File: config.mk
export PLATFORM = sky130hd
export DESIGN_NAME = duck_sprite_sequencer
export DESIGN_NICKNAME = d
export VERILOG_FILES = /design/src/rtl/duck_sprite_sequencer.sv
export SDC_FILE = /design/constraint.sdc
export NUM_CORES = 1
export LEC_CHECK = 0
export CAP_MARGIN = 15
export CORE_MARGIN = 2
export CORE_UTILIZATION = 48
export DETAILED_ROUTE_END_ITERATION = 12
export PLACE_DENSITY = 0.75
export SLEW_MARGIN = 15
export SYNTH_ARGS = -nofsm -noshare
export SYNTH_HDL_FRONTEND = slang
export SYNTH_SLANG_ARGS = --single-unit
File: constraint.sdc
create_clock -name clock -period 13.35 [get_ports clock]
set_clock_uncertainty 0.1 [all_clocks]
set_input_delay 4.005 -clock clock [delete_from_list [all_inputs] [get_ports clock]]
set_output_delay 4.005 -clock clock [all_outputs]
set_load 0.02 [all_outputs]
File: src/rtl/duck_sprite_sequencer.sv
// ============================================================================
// duck_sprite_sequencer
// ----------------------------------------------------------------------------
// Purpose:
//   Upstream driver of the duck sprite ROM bank.
//   - Runs the per-duck animation state machine (IDLE/FLY/HIT/FALL/DONE) and
//     selects the 5-bit sprite frame index shown to the ROM bank.
//   - Turns the VGA scan position into a 14-bit sprite ROM address, using the
//     frame width/height that the ROM bank reports back for that frame.
//   - Aligns the registered in-box flag with the ROM's 1-cycle-latency colour
//     index and emits the duck pixel-on flag and colour for the colour mapper.
//
// Parameters:
//   ANIM_DIV        frame_tick pulses per flap step while flying
//   HIT_TICKS       frame_tick pulses the shot frame is held before falling
//   TRANSPARENT_IDX ROM colour index that is treated as see-through
//
// Ports:
//   clock, reset       system clock, asynchronous active-high reset
//   frame_tick         one-cycle pulse per video frame
//   spawn, shot        start a new duck / duck was hit (sampled every cycle)
//   landed             motion block reports the duck reached the ground
//   diag               0 = level flight cycle, 1 = diagonal flight cycle
//   DrawX, DrawY       current pixel column / row
//   duck_x, duck_y     sprite top-left column / row
//   DuckSizeX/Y        width / height of the current frame (from ROM bank)
//   dir_left           (DUCK_MIRROR_EN only) mirror the sprite horizontally
//   q                  ROM colour index, valid 1 cycle after address
//   frame              ROM frame select
//   address            ROM address (0 outside the sprite box)
//   duck_on            draw the duck at the pixel presented 1 cycle earlier
//   duck_color         colour index accompanying duck_on (0 when off)
//   state              IDLE=0, FLY=1, HIT=2, FALL=3, DONE=4
//   done               one-cycle pulse when a fall completes
//
// Build option:
//   DUCK_MIRROR_EN  adds the dir_left input; when it is high the sprite column
//                   is mirrored so the duck faces left. Without the macro the
//                   port does not exist and columns are never mirrored.
// ============================================================================
module duck_sprite_sequencer #(
    parameter int         ANIM_DIV        = 6,
    parameter int         HIT_TICKS       = 30,
    parameter logic [3:0] TRANSPARENT_IDX = 4'd0
) (
    input  logic        clock,
    input  logic        reset,
    input  logic        frame_tick,
    input  logic        spawn,
    input  logic        shot,
    input  logic        landed,
    input  logic        diag,
    input  logic [9:0]  DrawX,
    input  logic [9:0]  DrawY,
    input  logic [9:0]  duck_x,
    input  logic [9:0]  duck_y,
    input  logic [6:0]  DuckSizeX,
    input  logic [6:0]  DuckSizeY,
`ifdef DUCK_MIRROR_EN
    input  logic        dir_left,
`endif
    input  logic [3:0]  q,
    output logic [4:0]  frame,
    output logic [13:0] address,
    output logic        duck_on,
    output logic [3:0]  duck_color,
    output logic [2:0]  state,
    output logic        done
);

    // ------------------------------------------------------------------------
    // Local constants
    // ------------------------------------------------------------------------
    localparam int ANIM_W = (ANIM_DIV  > 1) ? $clog2(ANIM_DIV)  : 1;
    localparam int HOLD_W = (HIT_TICKS > 1) ? $clog2(HIT_TICKS) : 1;

    localparam logic [ANIM_W-1:0] ANIM_LAST = ANIM_W'(ANIM_DIV - 1);
    localparam logic [HOLD_W-1:0] HOLD_LAST = HOLD_W'(HIT_TICKS - 1);

    localparam logic [4:0] FRAME_LEVEL_BASE = 5'd0;
    localparam logic [4:0] FRAME_DIAG_BASE  = 5'd4;
    localparam logic [4:0] FRAME_SHOT       = 5'd8;
    localparam logic [4:0] FRAME_FALL       = 5'd9;

    typedef enum logic [2:0] {
        IDLE = 3'd0,
        FLY  = 3'd1,
        HIT  = 3'd2,
        FALL = 3'd3,
        DONE = 3'd4
    } state_t;

    // ------------------------------------------------------------------------
    // State registers and their next-state values
    // ------------------------------------------------------------------------
    state_t              state_q,      state_d;
    logic [4:0]          frame_q,      frame_d;
    logic [ANIM_W-1:0]   anim_q,       anim_d;
    logic [HOLD_W-1:0]   hold_q,       hold_d;
    logic                spawn_pend_q, spawn_pend_d;
    logic                shot_pend_q,  shot_pend_d;
    logic                done_q,       done_d;
    logic                in_box_q,     in_box_d;

    // Event seen either earlier (pending) or on this very cycle
    logic                spawn_seen;
    logic                shot_seen;

    // Address-path intermediates
    logic                sprite_active;
    logic [10:0]         x_end;
    logic [10:0]         y_end;
    logic                x_inside;
    logic                y_inside;
    logic [6:0]          col_raw;
    logic [6:0]          col;
    logic [6:0]          row;
    logic [13:0]         row_base;
    logic [13:0]         addr_sum;

    // ------------------------------------------------------------------------
    // Animation state machine: next-state logic
    // ------------------------------------------------------------------------
    always_comb begin
        state_d      = state_q;
        frame_d      = frame_q;
        anim_d       = anim_q;
        hold_d       = hold_q;
        spawn_pend_d = spawn_pend_q;
        shot_pend_d  = shot_pend_q;
        done_d       = 1'b0;

        // A request that lands on a tick cycle is honoured on that tick;
        // otherwise it is remembered until the next tick.
        spawn_seen   = spawn_pend_q | spawn;
        shot_seen    = shot_pend_q  | shot;

        unique case (state_q)
            IDLE: begin
                spawn_pend_d = spawn_seen;
                if (frame_tick && spawn_seen) begin
                    state_d      = FLY;
                    frame_d      = diag ? FRAME_DIAG_BASE : FRAME_LEVEL_BASE;
                    anim_d       = '0;
                    spawn_pend_d = 1'b0;
                end
            end

            FLY: begin
                shot_pend_d = shot_seen;
                if (frame_tick) begin
                    if (shot_seen) begin
                        // Being shot wins over a flap step on the same tick.
                        state_d     = HIT;
                        frame_d     = FRAME_SHOT;
                        hold_d      = '0;
                        shot_pend_d = 1'b0;
                    end else if (anim_q == ANIM_LAST) begin
                        anim_d  = '0;
                        // Flap phase is frame[1:0]; diag picks the bank of
                        // four, so a diag change re-bases at this step.
                        frame_d = {2'b00, diag, frame_q[1:0] + 2'd1};
                    end else begin
                        anim_d = anim_q + ANIM_W'(1);
                    end
                end
            end

            HIT: begin
                if (frame_tick) begin
                    if (hold_q == HOLD_LAST) begin
                        state_d = FALL;
                        frame_d = FRAME_FALL;
                    end else begin
                        hold_d = hold_q + HOLD_W'(1);
                    end
                end
            end

            FALL: begin
                if (frame_tick && landed) begin
                    state_d = DONE;
                end
            end

            DONE: begin
                // Leaves on the very next clock without waiting for a tick.
                state_d = IDLE;
                frame_d = FRAME_LEVEL_BASE;
                done_d  = 1'b1;
            end

            default: begin
                state_d = IDLE;
                frame_d = FRAME_LEVEL_BASE;
            end
        endcase
    end

    // ------------------------------------------------------------------------
    // Address path: sprite bounding box and ROM address
    // ------------------------------------------------------------------------
    always_comb begin
        sprite_active = (state_q == FLY) || (state_q == HIT) || (state_q == FALL);

        // 11-bit right/bottom edges so a sprite near the screen edge does not
        // wrap back round to column/row 0.
        x_end    = {1'b0, duck_x} + {4'b0000, DuckSizeX};
        y_end    = {1'b0, duck_y} + {4'b0000, DuckSizeY};

        x_inside = (DrawX >= duck_x) && ({1'b0, DrawX} < x_end);
        y_inside = (DrawY >= duck_y) && ({1'b0, DrawY} < y_end);

        // A zero width marks an invalid frame; never draw it.
        in_box_d = sprite_active && (DuckSizeX != 7'd0) && x_inside && y_inside;

        // Offsets inside the box are below 128, so the low 7 bits suffice.
        col_raw  = DrawX[6:0] - duck_x[6:0];
        row      = DrawY[6:0] - duck_y[6:0];

`ifdef DUCK_MIRROR_EN
        col      = dir_left ? (DuckSizeX - 7'd1 - col_raw) : col_raw;
`else
        col      = col_raw;
`endif

        row_base = {7'd0, row} * {7'd0, DuckSizeX};
        addr_sum = row_base + {7'd0, col};
        address  = in_box_d ? addr_sum : 14'd0;
    end

    // ------------------------------------------------------------------------
    // Pixel output: the registered in-box flag lines up with the ROM data
    // returned for the address issued on the previous cycle.
    // ------------------------------------------------------------------------
    always_comb begin
        duck_on    = in_box_q && (q != TRANSPARENT_IDX);
        duck_color = duck_on ? q : 4'd0;
    end

    // ------------------------------------------------------------------------
    // Registers
    // ------------------------------------------------------------------------
    always_ff @(posedge clock or posedge reset) begin
        if (reset) begin
            state_q      <= IDLE;
            frame_q      <= 5'd0;
            anim_q       <= '0;
            hold_q       <= '0;
            spawn_pend_q <= 1'b0;
            shot_pend_q  <= 1'b0;
            done_q       <= 1'b0;
            in_box_q     <= 1'b0;
        end else begin
            state_q      <= state_d;
            frame_q      <= frame_d;
            anim_q       <= anim_d;
            hold_q       <= hold_d;
            spawn_pend_q <= spawn_pend_d;
            shot_pend_q  <= shot_pend_d;
            done_q       <= done_d;
            in_box_q     <= in_box_d;
        end
    end

    // ------------------------------------------------------------------------
    // Output mapping
    // ------------------------------------------------------------------------
    assign state = state_q;
    assign frame = frame_q;
    assign done  = done_q;

endmodule

==> results of run 1 <==
[final cells by class]
type	instances	area, um^2	area share (%)
clock buffer	4	45.0	0.688
inverter	81	304	4.64
multi-input combinational	458	4160	63.6
sequential	19	475	7.26
tap	133	166	2.54
timing repair buffer	158	1400	21.3
[flip-flops by register name, summed over array words and instances, names as in the netlist]
name and cells:
anim_q 3, shot_pend_q 1, done 1, spawn_pend_q 1, frame 4, state 3, in_box_q 1, hold_q 5
[cells in the final DEF (no fill, tap or decap), types with 4 or more instances in the layout]
| master | count |
|---|---|
| a211o_1 | 5 |
| a211oi_1 | 9 |
| a21o_1 | 16 |
| a21oi_1 | 23 |
| a21oi_2 | 4 |
| a31oi_1 | 4 |
| and2_1 | 30 |
| buf_4 | 67 |
| clkdlybuf4s50_1 | 77 |
| dfrtp_1 | 19 |
| dlygate4sd2_1 | 6 |
| fa_1 | 34 |
| ha_1 | 82 |
| ha_4 | 6 |
| inv_1 | 75 |
| inv_2 | 6 |
| mux2_2 | 4 |
| mux2i_1 | 6 |
| nand2_1 | 37 |
| nand2b_1 | 15 |
| nor2_1 | 36 |
| nor2b_1 | 5 |
| nor3_1 | 7 |
| o211ai_1 | 4 |
| o21a_1 | 8 |
| o21ai_0 | 26 |
| o21ai_1 | 4 |
| xnor2_1 | 16 |
| xor2_1 | 14 |
[report_power, final]
part	total, mW	switching, mW	internal (mW)	leakage, nW
Sequential	0.0974	0.0236	0.0738	0.253
Combinational	1.01	0.491	0.522	2.97
Clock	0.0398	0.0186	0.0212	0.0228
[logic make-up after synthesis]
logic type                 after synthesis
DFF                                     19
adders and majority gates              124
AOI/OAI and AO/OA                      132
and+or+nand+nor                        160
muxes                                   10
xor gates and xnor gates                31
other                                    1
buffers and inverters                   89
[worst max-delay path, delay by kind of cell]
kind | cells | cell delay, ps
AO/OA/AOI/OAI | 7 | 1400
buffers and inverters | 6 | 1070
multiplexers | 1 | 350
XOR/XNOR | 1 | 140
AND/OR/NAND/NOR | 1 | 100
adder cells (fa/ha/maj) | 5 | 2060
[synth_stat cells (4+ instances only)]
cell,n
a211o_1,5
a211oi_1,9
a21o_1,16
a21oi_1,28
a31oi_1,4
and2_1,31
dfrtp_1,19
fa_1,35
ha_1,89
inv_1,80
mux2_2,4
mux2i_1,6
nand2_1,37
nand2b_1,15
nor2_1,36
nor2b_1,6
nor3_1,9
o211ai_1,4
o21a_1,8
o21ai_0,31
xnor2_1,16
xor2_1,15
[repair_timing]
action	CTS	global route
buffers inserted	2	1
cloned	0	0
resized for setup	51	21
endpoints found under the setup margin	9	7
pin swaps	22	11
hold endpoints to repair	0	0
hold buffers	0	0
[routing by layer]
layer,vias to the layer above,routed length [um]
met1,2203,5380
met4,0,136
met5,-,0
li1,2247,-
met2,130,6040
met3,17,643
[worst paths after layout]
kind,start,to,cells past startpoint
min in group asynchronous,reset,spawn_pend_q,2
max in group asynchronous,reset,anim_q[1],2
worst max register to register,state[0],frame[0],5
worst max-delay path,DrawY[2],address[13],21
worst min register to register,hold_q[4],hold_q[4],1
worst min-delay path,hold_q[4],hold_q[4],1
[per-stage QoR]
| stage | utilization, % | TNS (ps) | instance area (um^2) | hold WS, ps | setup WS, ps |
|---|---|---|---|---|---|
| after floorplan | - | 0 | 4800 | 351 | 114 |
| after CTS | 66.8 | 0 | 6500 | 393 | 6.83 |
| after detailed placement | 64.8 | -4690 | 6300 | 384 | -904 |
| after global routing | 67.3 | -60.5 | 6550 | 423 | -60.5 |
| after global placement | 64.8 | -3380 | 6300 | 365 | -684 |
| final | 67.3 | 0 | 6550 | 399 | 133 |
==> results.ini, run 1 <==
[outcome]
status=completed

[setup_path]
worstPathArrival_ps=9110
cp_cell_sequence=clkdlybuf4s50_1 -> ha_4 -> a21oi_4 -> o21bai_1 -> a21oi_2 -> buf_4 -> buf_4 -> buf_4 -> mux2_2 -> fa_1 -> fa_1 -> fa_1 -> inv_1 -> ha_1 -> o21a_1 -> a21oi_1 -> a21boi_4 -> a221o_1 -> xnor2_1 -> nor2_1 -> buf_4
cp_common_cell=buf_4
cp_slowest_cell=clkdlybuf4s50_1
critical_path_class=primary input to output pin
start_kind=primary input
reg2reg_slack_ps=11110
cp-end-kind=output pin
crit_path_max_fanout=4
required_ps=9240
cp_slowest_stage_delay_ps=540

[drt]
vias=4597
wl_per_cell_um=14.3
vias_per_cell=5.39
drtPass1Iterations=4
wirelength_um=12200
drt_iter0_drc=146
ant_nets=0
drc=0

[grt]
grt_start_max_net_pins=20
antenna_found_initial=0
grt_overflow=0
gr-usage-met1_pct=29.7
grtUsageTotal_pct=22.9
top_usage_layer=met2
grt_pass1_vias=4735
grtUsageMet3_pct=3.26
grt_pass1_wl_um=21200
grt_use_met2_pct=41.1

[placement]
io_buffers=91
placedCellCount=846
gp_congestion=0.852
dpl.hpwl_um=10300

[timing]
min_period_ps=13220
finalMaxSlewViolations=0
timing.fmax_ghz=0.0757
worst_slew_pin_slew_ps=736
finalSetupViolCount=0
relSlewSlack_pct=50.9
rsz0062_at_grt=yes
fin_crit_sh_pct=99.0
finalHoldViolCount=0

[cts]
clkTransAtPathRegs_ps=70
worstSkewPairLatency_ps=250
numCtsBuffers=3
clockBufferDepth=2
tritoncts=built
htree_levels=1
cts.sinks=19
cts_root_buf=clkbuf_8

[final_layout]
antenna_cells=0
drive_gt1_share_pct=17.6
n_fill_cell=835
finish.net_count=910
instances_no_fill=853
syn_to_final_growth_pct=36.3

[synth]
syn-num-nets=755
synth.distinct_cells=65
synth-simple-area-share_pct=18.2
async_flop_share_pct=100
ys_seq_area_share_pct=9.90
synth-seq-cells=19
syn_area_um2=4800
synth_edf_count=0
synth_flop_cell=dfrtp_1
synth-warning-count=0
yosys.area_share.adder_pct=37.8
synthesis.instances=566
synth_top_cell_by_area=ha_1
synth_mux_area_share_pct=2.19
synth_area_leaders=ha_1 (23%), fa_1 (15%), dfrtp_1 (9.9%)
synth_area_per_cell_um2=8.49
yosysTopAreaCellShare_pct=23.2
synthXorXnorAreaFrac_pct=5.65
synth-compound-area-share_pct=18.7
synth_top_family_by_area=adder cells

[pwr]
ir_worst_vdd_mv=0.217
power_density_nw_per_um2=176
finalPower_mw=1.15
leakage_nw=3.25

[floorplan]
rows=36
ios=93
die_w_um=104
initial_core_util_pct=49.4
fp.dieArea_um2=10800
die_h_um=104
core_area_um2=9730

[run]
max_cap_violations=0

[min_path]
worstHoldPathType=flip-flop to flip-flop

Note: power is estimated with default switching activity, not from simulation.
==> run 2: changes to the inputs <==
- CTS_CLUSTER_DIAMETER: not set -> 120
- clock period: 13.35 -> 12.35 ns (I/O delays scaled with it)
==> results.ini, run 2 (synthesized netlist as in run 1, its figures left out) <==
[pwr]
ir_worst_vdd_mv=0.207
leakage_nw=3.35
finalPower_mw=1.28
power_density_nw_per_um2=189

[cts]
cts_root_buf=clkbuf_8
cts.sinks=19
tritoncts=built
htree_levels=1
clockBufferDepth=2
clkTransAtPathRegs_ps=70
worstSkewPairLatency_ps=260
numCtsBuffers=3

[setup_path]
cp-end-kind=output pin
rr_startpoint=hold_q[0]
start_kind=primary input
crit_start=DrawY[0]
r2r_cells=6
critical_path_class=primary input to output pin
crit_path_max_fanout=4
reg2reg_slack_ps=10050
r2r-end=frame[0]
required_ps=8550
worstPathArrival_ps=8660

[placement]
dpl.hpwl_um=10400
gp_congestion=0.843
io_buffers=91
dpl_worst_slack_ps=-1220
placedCellCount=865

[final_layout]
drive_gt1_share_pct=23.2
instances_no_fill=875
final_common_cell=buf_4
finish.net_count=932
syn_to_final_growth_pct=41.3
largest_reg_flops=5
n_fill_cell=809
layout_common_cells=buf_4 (91), ha_1 (80), clkdlybuf4s50_1 (72)
top_register=hold_q
antenna_cells=0

[drt]
drtPass1Iterations=4
ant_nets=0
vias_per_cell=5.29
vias=4630
drc=0
drt_iter0_drc=115
wl_per_cell_um=14.0
wirelength_um=12300

[min_path]
worstHoldPathType=flip-flop to flip-flop
hold_start=hold_q[4]
hold_end=hold_q[4]
min_delay_path_depth=1

[floorplan]
die_h_um=104
initial_core_util_pct=49.4
core_area_um2=9730
fp.dieArea_um2=10800
ios=93
rows=36
die_w_um=104

[timing]
rsz0062_at_grt=yes
worst_slew_pin_slew_ps=717
finalSetupViolCount=2
timing.fmax_ghz=0.0802
min_period_ps=12460
finalHoldViolCount=0
fin_crit_sh_pct=101
finalMaxSlewViolations=0
worst_slack_ps=-112
fin_setup_tns_ps=-129
relSlewSlack_pct=52.2

[outcome]
status=finished with violations
violations=negative setup slack

[grt]
antenna_found_initial=0
grtUsageTotal_pct=23.6
grt_pass1_vias=4965
grt_pass1_wl_um=21900
grt_overflow=0
grt_start_max_net_pins=20

[run]
max_cap_violations=0

run 2: changes by cell type in the layout (fill, tap and decap cells not counted), sizes merged:
cell           delta
buf              +28
clkinv            +1
clkdlybuf4s50     -5
dlymetal6s2s      -2
clkbuf            -1
clkdlybuf4s15     +1
run 2: per-stage QoR:
step           hold slack (ps)  util (%)  area (um^2)
6_report                   398      69.8         6790
2_1_floorplan              351         -         4840
3_3_place_gp               370      66.6         6480
4_1_cts                    389      69.3         6740
3_5_place_dp               376      66.6         6480
5_1_grt                    428      69.8         6790
run 2: timing repair:
action	4_1_cts	5_1_grt
resized for setup	88	23
setup endpoints to repair	10	9
buffers inserted	6	0
pin swaps	31	13
hold buffers	0	0
run 2: area by class of cell:
cell class | count | area [um^2] | share of cell area [%]
Multi-Input combinational cell | 458 | 4250 | 62.6
Timing Repair Buffer | 180 | 1540 | 22.7
Sequential cell | 19 | 475 | 7.01
Inverter | 81 | 307 | 4.52
Tap cell | 133 | 166 | 2.45
Clock buffer | 3 | 41.3 | 0.608
Clock inverter | 1 | 5.00 | 0.0737
run 2: metal layers:
metal / GRT usage, % / up-vias / share of wire (%)
met5: 0 / - / 0
met4: 3.47 / 0 / 1.1
met3: 2.82 / 15 / 5.0
met2: 43.9 / 114 / 50
met1: 29.8 / 2211 / 44
li1: - / 2290 / -
run 2: worst max path at each step:
stage | end | slack (ps) | cells past startpoint
after floorplan | address[13] | 6 | 23
after global placement | address[13] | -1000 | 24
after detailed placement | address[13] | -1220 | 24
after CTS | address[13] | -40 | 25
after global routing | address[13] | -320 | 25
final | address[13] | -110 | 25
run 2: critical path, stage by stage:
cell,delay (ps)
buf_6,100
inv_4,50
ha_4,110
inv_2,30
fa_2,390
a21oi_4,180
o21ai_4,100
nor3_4,200
nor2_2,50
a21oi_2,140
and2_4,170
fa_1,420
fa_1,470
fa_1,560
inv_2,40
fa_1,530
inv_2,50
ha_4,180
nor4_4,230
a21oi_2,50
a21boi_4,150
a221o_1,360
xnor2_2,140
nor2_2,110
buf_6,140
run 2: power breakdown:
group | internal (mW) | switching [mW]
Clock | 0.0225 | 0.0216
Combinational | 0.589 | 0.547
Sequential | 0.0798 | 0.0219
